**src/rtl/street_light_btn_tx.sv**
```systemverilog
// Button-to-request transmitter: synchronizes and debounces a raw push-button and raises one
// req/ack-handshaked request on b per press. Optional long-press flag: STREET_LIGHT_LONG_PRESS_EN.
module street_light_btn_tx #(
  parameter int DEBOUNCE_CYCLES = 16,
  parameter int HOLDOFF_CYCLES  = 8,
  parameter int LONG_CYCLES     = 64
) (
  input  logic       clk,
  input  logic       rst_n,
  input  logic       btn_raw,
  input  logic       ack,
  output logic       b,
  output logic       busy,
  output logic [7:0] press_cnt,
  output logic       long_press
);

  localparam logic [2:0] ST_IDLE     = 3'd0;
  localparam logic [2:0] ST_DB_PRESS = 3'd1;
  localparam logic [2:0] ST_REQ      = 3'd2;
  localparam logic [2:0] ST_WAIT_REL = 3'd3;
  localparam logic [2:0] ST_DB_REL   = 3'd4;
  localparam logic [2:0] ST_HOLDOFF  = 3'd5;

  localparam logic [7:0] DB_LIM = 8'(DEBOUNCE_CYCLES);
  localparam logic [7:0] HO_LIM = 8'(HOLDOFF_CYCLES);

  localparam bit CFG_OK = (DEBOUNCE_CYCLES >= 2) && (DEBOUNCE_CYCLES <= 255) &&
                          (HOLDOFF_CYCLES >= 1) && (HOLDOFF_CYCLES <= 255) &&
                          (LONG_CYCLES >= 1) && (LONG_CYCLES <= 65535);

  if (!CFG_OK) begin : g_bad_cfg
    $error("street_light_btn_tx: parameter out of legal range");
  end

  logic       r_s1;
  logic       r_btn_s;
  logic [2:0] r_state;
  logic [7:0] r_cnt;
  logic       r_b;
  logic       r_busy;
  logic [7:0] r_press_cnt;

  logic [2:0] w_state_next;
  logic [7:0] w_cnt_next;
  logic [7:0] w_cnt_inc;
  logic       w_ack_take;

  // One shared saturating counter serves both debounce phases and the hold-off.
  always_comb begin
    w_cnt_inc    = (r_cnt == 8'hFF) ? r_cnt : r_cnt + 8'd1;
    w_state_next = r_state;
    w_cnt_next   = r_cnt;
    w_ack_take   = 1'b0;
    case (r_state)
      ST_IDLE: begin
        if (r_btn_s) begin
          w_state_next = ST_DB_PRESS;
          w_cnt_next   = 8'd1;
        end else begin
          w_cnt_next   = 8'd0;
        end
      end
      ST_DB_PRESS: begin
        if (r_cnt >= DB_LIM) begin
          w_state_next = ST_REQ;
          w_cnt_next   = 8'd0;
        end else if (!r_btn_s) begin
          w_state_next = ST_IDLE;
          w_cnt_next   = 8'd0;
        end else begin
          w_cnt_next   = w_cnt_inc;
        end
      end
      ST_REQ: begin
        if (ack) begin
          w_state_next = ST_WAIT_REL;
          w_ack_take   = 1'b1;
        end
      end
      ST_WAIT_REL: begin
        if (!r_btn_s) begin
          w_state_next = ST_DB_REL;
          w_cnt_next   = 8'd1;
        end
      end
      ST_DB_REL: begin
        if (r_cnt >= DB_LIM) begin
          w_state_next = ST_HOLDOFF;
          w_cnt_next   = 8'd1;
        end else if (r_btn_s) begin
          w_state_next = ST_WAIT_REL;
          w_cnt_next   = 8'd0;
        end else begin
          w_cnt_next   = w_cnt_inc;
        end
      end
      ST_HOLDOFF: begin
        if (r_cnt >= HO_LIM) begin
          w_state_next = ST_IDLE;
          w_cnt_next   = 8'd0;
        end else begin
          w_cnt_next   = w_cnt_inc;
        end
      end
      default: begin
        w_state_next = ST_IDLE;
        w_cnt_next   = 8'd0;
      end
    endcase
  end

  // b and busy are decoded from the next state so both come straight from flops.
  always_ff @(posedge clk) begin
    if (!rst_n) begin
      r_s1        <= 1'b0;
      r_btn_s     <= 1'b0;
      r_state     <= ST_IDLE;
      r_cnt       <= 8'd0;
      r_b         <= 1'b0;
      r_busy      <= 1'b0;
      r_press_cnt <= 8'd0;
    end else begin
      r_s1        <= btn_raw;
      r_btn_s     <= r_s1;
      r_state     <= w_state_next;
      r_cnt       <= w_cnt_next;
      r_b         <= (w_state_next == ST_REQ);
      r_busy      <= (w_state_next != ST_IDLE);
      if (w_ack_take) begin
        r_press_cnt <= r_press_cnt + 8'd1;
      end
    end
  end

  assign b         = r_b;
  assign busy      = r_busy;
  assign press_cnt = r_press_cnt;

`ifdef STREET_LIGHT_LONG_PRESS_EN
  localparam logic [15:0] LONG_LIM = 16'(LONG_CYCLES);

  logic [15:0] r_hold;
  logic        r_fired;
  logic        r_long;
  logic        w_in_window;
  logic        w_req_entry;

  assign w_in_window = (r_state == ST_REQ) || (r_state == ST_WAIT_REL) || (r_state == ST_DB_REL);
  assign w_req_entry = (w_state_next == ST_REQ) && (r_state != ST_REQ);

  // r_fired limits the flag to one pulse per press even if a bounce restarts the count.
  always_ff @(posedge clk) begin
    if (!rst_n) begin
      r_hold  <= 16'd0;
      r_fired <= 1'b0;
      r_long  <= 1'b0;
    end else begin
      r_long <= 1'b0;
      if (w_req_entry) begin
        r_hold  <= 16'd0;
        r_fired <= 1'b0;
      end else if (w_in_window) begin
        if (!r_btn_s) begin
          r_hold <= 16'd0;
        end else if (r_hold != LONG_LIM) begin
          r_hold <= r_hold + 16'd1;
          if ((r_hold == LONG_LIM - 16'd1) && !r_fired) begin
            r_long  <= 1'b1;
            r_fired <= 1'b1;
          end
        end
      end
    end
  end

  assign long_press = r_long;
`else
  assign long_press = 1'b0;
`endif

endmodule

```
**config.mk**
```make
export PLATFORM = sky130hd
export DESIGN_NAME = street_light_btn_tx
export DESIGN_NICKNAME = d
export VERILOG_FILES = /design/src/rtl/street_light_btn_tx.sv
export SDC_FILE = /design/constraint.sdc
export NUM_CORES = 1
export LEC_CHECK = 0
export BUFFER_PORTS_ARGS = -buffer_cell sky130_fd_sc_hd__buf_2
export CELL_PAD_IN_SITES_DETAIL_PLACEMENT = 0
export CELL_PAD_IN_SITES_GLOBAL_PLACEMENT = 2
export CORE_ASPECT_RATIO = 1.75
export CORE_MARGIN = 2
export CORE_UTILIZATION = 34
export DETAILED_ROUTE_END_ITERATION = 8
export PLACE_DENSITY = 0.8
export SLEW_MARGIN = 5
export SYNTH_ARGS = -nofsm -noshare
export SYNTH_HDL_FRONTEND = slang
export SYNTH_SLANG_ARGS = --single-unit
```
**constraint.sdc**
```tcl
create_clock -name clk -period 1.7 [get_ports clk]
set_input_delay 0.17 -clock clk [delete_from_list [all_inputs] [get_ports clk]]
set_output_delay 0.17 -clock clk [all_outputs]
set_load 0.005 [all_outputs]
```
# Word-level counts from Yosys, hierarchy flattened
# Index checks and enable logic that the tools add are counted.
[op_classes]
magnitude_cmp = 2
div = 0
n_reduce_logical = 3
multipliers = 0
eq_ne = 8
n_mux = 20
bitwise = 1
n_addsub = 2
n_shift = 0
[op_table]
columns = ["op", "n"]
rows = [
  ["$mux W8", 7],
  ["$pmux W8 S6", 1],
  ["$mux W3", 8],
  ["$pmux W3 S6", 1],
  ["$add A8 B1 Y8 const B", 2],
  ["$eq A3 B2 Y1 const B", 3],
  ["$eq A8 B8 Y1 const B", 1],
  ["$ge A8 B4 Y1 const B", 1],
  ["$ge A8 B5 Y1 const B", 1],
  ["$eq A3 B3 Y1 const B", 2],
  ["$eq A3 B1 Y1 const B", 1],
  ["$logic_not A3 Y1", 1],
  ["$mux W1", 3],
  ["$reduce_bool A3 Y1", 1],
  ["$ne A2 B2 Y1 const B", 1],
  ["$reduce_and A2 Y1", 1],
  ["$not A1 Y1", 1],
]
[word_totals]
latch_bits = 0
mem_bits_ro = 0
elab_cells = 43
ram_bits = 0
n_memories = 0
output_inout_bits = 11
register_bits = 23

# Depth between registers and ports, before layout
# Gate-level depths: netlist of the first run.
[depth]
depth_word = 5
mapped_depth = 5
depth_no_buf = 5

# Worst setup path after synthesis of the first run
# Ideal clock, no wire load.
[synth_timing]
path_kind = "reg-to-reg"
startpoint = "register r_cnt[7]"
endpoint = "register r_busy (netlist: busy)"
arrival_time_ps = 1321
slack_ps = 264
n_path_buf = 0
stages_incl_launch_ff = 5
setup_time_ps = 115
period_less_slack_ps = 1436
path_cell_list = "dfxtp_1 -> or4_1 -> a21oi_1 -> o311ai_1 -> o21a_1"
[synth_between]
elab_chain_cells = 4
word_cells_on_any_way = 7
classes_between = "order compare: 2; mux: 4; reduce/logical: 1"
[synth_rtl]
columns = ["element", "line_no", "source"]
rows = [
  ["start: declaration", "39", "logic [7:0] r_cnt;"],
  ["start signal: assignment", "127", "r_cnt <= w_cnt_next;"],
  ["$ge A8 B4 Y1 or $ge A8 B5 Y1 (tied branches)", "99, 65, 88", ""],
  ["$mux W3, on equally long branches", "99, 65, 88", ""],
  ["$pmux W3 S6 (*)", "55", "case (r_state)"],
  ["$reduce_bool A3 Y1 (*)", "129", "r_busy <= (w_state_next != ST_IDLE);"],
  ["end signal: assignment", "129", ""],
  ["end: declaration", "41", "logic r_busy;"],
]
# Every way passes the cells marked *; elsewhere a longest branch is shown, timed or not.
# A chain may end at the register's enable or synchronous reset.

# Worst setup path after layout of the first run
[layout_timing]
startpoint = "register r_state[2]"
endpoint = "register r_press_cnt[6] (netlist: press_cnt[6])"
[layout_between]
elab_chain_cells = 2
[layout_rtl]
columns = ["element", "line_no", "source"]
rows = [
  ["start: declaration", "38", "logic [2:0] r_state;"],
  ["start signal: assignment", "126", "r_state <= w_state_next;"],
  ["$eq A3 B2 Y1", "55", ""],
  ["$mux W1", "55", ""],
  ["end signal: assignment", "131", "r_press_cnt <= r_press_cnt + 8'd1;"],
  ["end: declaration", "42", "logic [7:0] r_press_cnt;"],
]
# No other way between the ends.

==> results.yml, run 1 <==
pwr:
  clkPwrFrac_pct: 36.8
  p_leak_nw: 0.571
  pwr_density_cell_nw_per_um2: 658
  power_mw: 0.919
  swShare_pct: 21.0
  p_seq_share_pct: 59.3
  power_switching_mw: 0.193
  power_frac_comb_pct: 3.9
  ir_drop_mv: 0.317
  intPower_mw: 0.726
synthesis:
  yosysWarningCount: 0
  synthArstFlopShare_pct: 0
  synth_largest_area_cell: "dfxtp_1"
  synth_edf_count: 0
  ys_top_cells_by_area: "dfxtp_1 (38%), and2_1 (3.6%), and3_1 (3.6%), nor2b_1 (3.6%), ha_1 (3.1%)"
  syn-cell-area_um2: 1200
  netlist.area_leader.share_pct: 38.3
  synthDistinctLibCells: 45
  synthFlopType: "dfxtp_1"
  ys_ff_latch: 23
  seq_area_frac_synth_pct: 38.3
  avgSynthCellArea_um2: 8.91
  synthesis.nets: 142
  syn_inst: 135
floorplan:
  chipWidth_um: 49.0
  io_pins: 15
  core-area_um2: 3400
  die-area_um2: 4050
  die_h_um: 82.7
  num_rows: 28
  initial_core_util_pct: 35.4
flow_run:
  max-cap-violations: 0
sta:
  setup_viol: 0
  hold_viol: 0
  holdWs_ns: 0.107
  post-route-period-util_pct: 94.7
  max_freq_ghz: 0.621
  maxSlewViolCount: 0
  period_needed_ns: 1.61
  clock_skew_ns: 0.00887
global_route:
  antenna_found_initial: 0
  grt_max_degree: 23
  grt_pass1_vias: 982
  gr-usage-all-layers_pct: 14.4
  grt-ovfl-total: 0
  grt_pass1_wl_um: 4460
setup_path:
  crit_family: "simple AND/OR/NAND/NOR gates"
  cp-start-kind: "flip-flop"
  cp-end-kind: "flip-flop"
  crit_chain: "nor4bb_1, buf_4, nand4_1, or3_1, a21boi_1"
  path_max_fanout: 8
  crit_arrival_ns: 1.80
  crit_path_top_delay_cell: "dfxtp_1"
  cpPeakStageDelay_ns: 0.38
  worst-path-buf-inv: 1
  cp_data_required_time_ns: 1.89
  crit_type: "flip-flop to flip-flop"
layout:
  area_growth_pct: 16.1
  diodes: 0
  layout.nets: 161
  layout-drive-gt1-share_pct: 21.6
clock_tree:
  clk_path_buf_depth: 2
  cts_tree: "built"
  hold_buffers: 0
  cts_sinks: 23
  clkTransAtPathRegs_ns: 0.09
  h-tree-depth: 1
  cts_root_buf: "clkbuf_8"
  clkLatencyLatePin_ns: 0.26
  cts_buffers: 3
routing:
  routedWlPerCell_um: 13.6
  vias: 1022
  drt_first_pass_iters: 4
  first_iter_violations: 22
  drc: 0
  wirelength_um: 2680
  viasPerCell: 5.16
  ant_nets: 0
place:
  gp_congestion: 0.842
  dpl.hpwl_um: 1990
  io_buffers: 13
outcome:
  status: "finished clean"
worst_hold_path:
  holdCritPathClass: "input pin to flip-flop"
[cell type report]
type,instances,area [µm²]
flip-flops and latches,23,460
clock buffers,4,45.0
repair buffers,23,140
inverters,5,18.8
multi-input cells,98,676
well taps,45,56.3
fillers,368,2000
[registers in the layout, indices dropped and copies added, names as in the netlist]
register   flops
r_btn_s        1
press_cnt      8
r_cnt          8
r_state        3
b              1
busy           1
r_s1           1
[cell usage after synthesis (3+ instances only)]
cell type / number
a21boi_0: 3
a21oi_1: 6
and2_1: 7
and3_1: 7
buf_2: 5
dfxtp_1: 23
ha_1: 3
inv_1: 5
nand2_1: 8
nand2b_1: 3
nand4_1: 4
nor2_1: 3
nor2b_1: 7
o211ai_1: 3
o21a_1: 4
o21ai_0: 5
xnor2_1: 4
[cells in the final DEF (no fill, tap or decap), types with 5 or more instances in the layout]
cell	count
a21oi_1	6
and2_1	7
and3_1	7
buf_2	13
buf_4	10
dfxtp_1	23
inv_1	5
nand2_1	8
nor2b_1	7
o21ai_0	5
[power groups by stage]
stage / Combinational [mW] / Sequential, mW / Clock (mW)
floorplan: 0.0261 / 0.557 / 0
global placement: 0.0364 / 0.558 / 0
detailed placement: 0.0363 / 0.558 / 0
CTS: 0.0366 / 0.545 / 0.349
global route: 0.0398 / 0.546 / 0.386
finish: 0.0357 / 0.545 / 0.338
[final timing paths]
| kind | start | end | slack (ns) | cells past startpoint |
|---|---|---|---|---|
| worst max-delay path | r_state[2] | press_cnt[6] | 0.09 | 5 |
| worst min-delay path | btn_raw | r_s1 | 0.11 | 2 |
| worst max register to register | r_state[2] | press_cnt[6] | 0.09 | 5 |
| worst min register to register | r_s1 | r_btn_s | 0.45 | 1 |
[timing repair]
item | in CTS | in global routing
resized for setup | 0 | 0
endpoints found under the setup margin | 0 | 2
endpoints found under the hold margin | 0 | 0
setup buffers | 0 | 2
[per-layer routing]
layer  track usage [%]  vias to the layer above  share of wire, %
met5                 0                        -                 0
met4              4.29                        0              0.52
met3              2.16                        2               1.6
met2              27.8                       11                54
met1              16.0                      494                44
li1                  -                      515                 -
[cells by family (layout without fill, tap and decap cells)]
group	Yosys count	after routing	synth area share [%]
xor+xnor	5	5	3.64
fa+ha+maj	3	3	3.12
simple gates	53	53	27.2
other cells	1	1	0.312
mux	2	2	1.66
flops	23	23	38.3
compound gates	34	34	20.3
buf+inv	14	32	5.51
[metrics by stage]
stage	TNS (ns)	worst slack (ns)	std cells	cell area [µm²]	util, %
2_1_floorplan	0	0.264	135	1200	-
3_3_place_gp	0	0.125	192	1340	39.3
3_5_place_dp	0	0.0679	192	1340	39.3
4_1_cts	0	0.0413	196	1380	40.6
5_1_grt	-0.0163	-0.0163	198	1400	41.1
6_report	0	0.0896	198	1400	41.1
Note: power is estimated with default switching activity, not from simulation.
==> run 2, diff against run 1 <==
CORE_ASPECT_RATIO = 0.6   (was 1.75)
==> results.yml, run 2 (same netlist as run 1, synthesis figures left out) <==
outcome:
  status: "finished clean"
routing:
  wirelength_um: 2560
  drt_first_pass_iters: 4
  viasPerCell: 5.09
  first_iter_violations: 69
  ant_nets: 0
  vias: 988
  drc: 0
  routedWlPerCell_um: 13.2
pwr:
  power_switching_mw: 0.191
  p_leak_nw: 0.553
  power_mw: 0.917
  power_frac_comb_pct: 3.6
  ir_drop_mv: 0.222
  p_seq_share_pct: 59.7
  intPower_mw: 0.726
  swShare_pct: 20.8
  pwr_density_cell_nw_per_um2: 663
  clkPwrFrac_pct: 36.7
floorplan:
  io_pins: 15
  die-area_um2: 4040
  num_rows: 16
  chipWidth_um: 80.8
  initial_core_util_pct: 36.2
  core-area_um2: 3320
  die_h_um: 50.1
sta:
  rsz0062_at_grt: "no"
  post-route-period-util_pct: 95.2
  maxSlewViolCount: 0
  setup_tns_ns: 0
  hold_viol: 0
  period_needed_ns: 1.62
  holdWs_ns: 0.108
  setup_viol: 0
  clock_skew_ns: 0.00558
  max_freq_ghz: 0.618
layout:
  layout.cells.most_common: "dfxtp_1"
  area_growth_pct: 15.0
  layout-drive-gt1-share_pct: 20.8
  layout.nets: 157
  final_cell_mix: "dfxtp_1 (22), buf_2 (13), nand2_1 (8)"
  diodes: 0
flow_run:
  max-cap-violations: 0
clock_tree:
  cts_tree: "built"
  h-tree-depth: 1
  clkTransAtPathRegs_ns: 0.08
  cts_root_buf: "clkbuf_8"
  clkLatencyLatePin_ns: 0.26
  clk_path_buf_depth: 2
  cts_buffers: 3
  cts_sinks: 23
setup_path:
  cp_data_required_time_ns: 1.86
  cp-end-kind: "flip-flop"
  rr_endpoint: "r_cnt[2]"
  crit_type: "flip-flop to flip-flop"
  cpPeakStageDelay_ns: 0.38
  cp-start-kind: "flip-flop"
  rrSetupSlack_ns: 0.08
  rr_worst_depth: 5
  crit_family: "compound AO/OA/AOI/OAI gates"
  cp_common_cell: "o221a_2"
  timing.rr.start: "r_state[2]"
  crit_path_top_delay_cell: "dfxtp_1"
  crit_chain: "buf_4, and2b_1, o21a_1, o221a_2, o221a_2"
  worst-path-buf-inv: 1
  startpoint: "r_state[2]"
  path_max_fanout: 12
  crit_arrival_ns: 1.78
global_route:
  grt_max_degree: 23
  grt_pass1_wl_um: 4330
  grt-ovfl-total: 0
  grt_use_met2_pct: 18.6
  grtUsageMet1_pct: 22.4
  grt_pass1_vias: 859
  antenna_found_initial: 0
  grt_most_used_layer: "met1"
  use_met3_pct: 3.85
  gr-usage-all-layers_pct: 14.3
worst_hold_path:
  worstHoldStart: "btn_raw"
  holdCritPathClass: "input pin to flip-flop"
  whs_endpoint: "r_s1"
  hold_path_depth: 2
place:
  io_buffers: 13
  gp_congestion: 0.700
  dpl.hpwl_um: 1850
-- run 2: cell types whose count changed in the layout (fill, tap and decap cells not counted) --
| cell | delta |
|---|---|
| buf_4 | -4 |
| dfxtp_1 | -1 |
| dfxtp_2 | +1 |
| nor4bb_1 | -1 |
| nor4bb_4 | +1 |
-- run 2: power groups by stage --
stage	clock (mW)	sequential [mW]	combinational, mW
2_1_floorplan	0	0.557	0.0261
3_3_place_gp	0	0.559	0.0330
3_5_place_dp	0	0.560	0.0326
4_1_cts	0.353	0.547	0.0330
5_1_grt	0.375	0.548	0.0368
6_report	0.337	0.547	0.0332
-- run 2: worst reg2reg max path, stage by stage, from the launching register on --
cell and delay [ns]:
dfxtp_1 0.38, buf_4 0.19, and2b_1 0.20, o21a_1 0.22, o221a_2 0.30, o221a_2 0.23
-- run 2: worst max-delay path by stage --
| stage | to | slack (ns) | cells after the start |
|---|---|---|---|
| global placement | press_cnt[7] | 0.06 | 4 |
| floorplan | busy | 0.26 | 4 |
| detailed placement | press_cnt[7] | 0.02 | 4 |
| CTS | press_cnt[7] | 0.07 | 4 |
| global route | r_cnt[2] | 0.003 | 5 |
| finish | r_cnt[2] | 0.08 | 5 |
-- run 2: metal layers --
layer / vias to the layer above / wire [µm]
met5: - / 0
met2: 21 / 1030
met1: 456 / 1380
met4: 0 / 14
li1: 508 / -
met3: 3 / 140
-- run 2: through the flow --
step	setup slack (ns)	instance area, µm²	util, %	std cells
2_1_floorplan	0.264	1200	-	135
3_3_place_gp	0.0630	1320	39.8	190
3_5_place_dp	0.0201	1320	39.8	190
4_1_cts	0.0733	1370	41.3	194
5_1_grt	0.00251	1380	41.6	194
6_report	0.0823	1380	41.6	194
-- run 2: repair_timing --
action,4_1_cts,5_1_grt
hold buffers,0,0
setup buffers,0,0
gates resized for setup,1,2
setup endpoints to repair,1,2
-- run 2: cell type report --
cell class              count  area, µm²
fillers                   339       1940
repair buffers             19        110
multi-input cells          98        691
well taps                  45       56.3
flip-flops and latches     23        462
inverters                   5       18.8
clock buffers               4       45.0
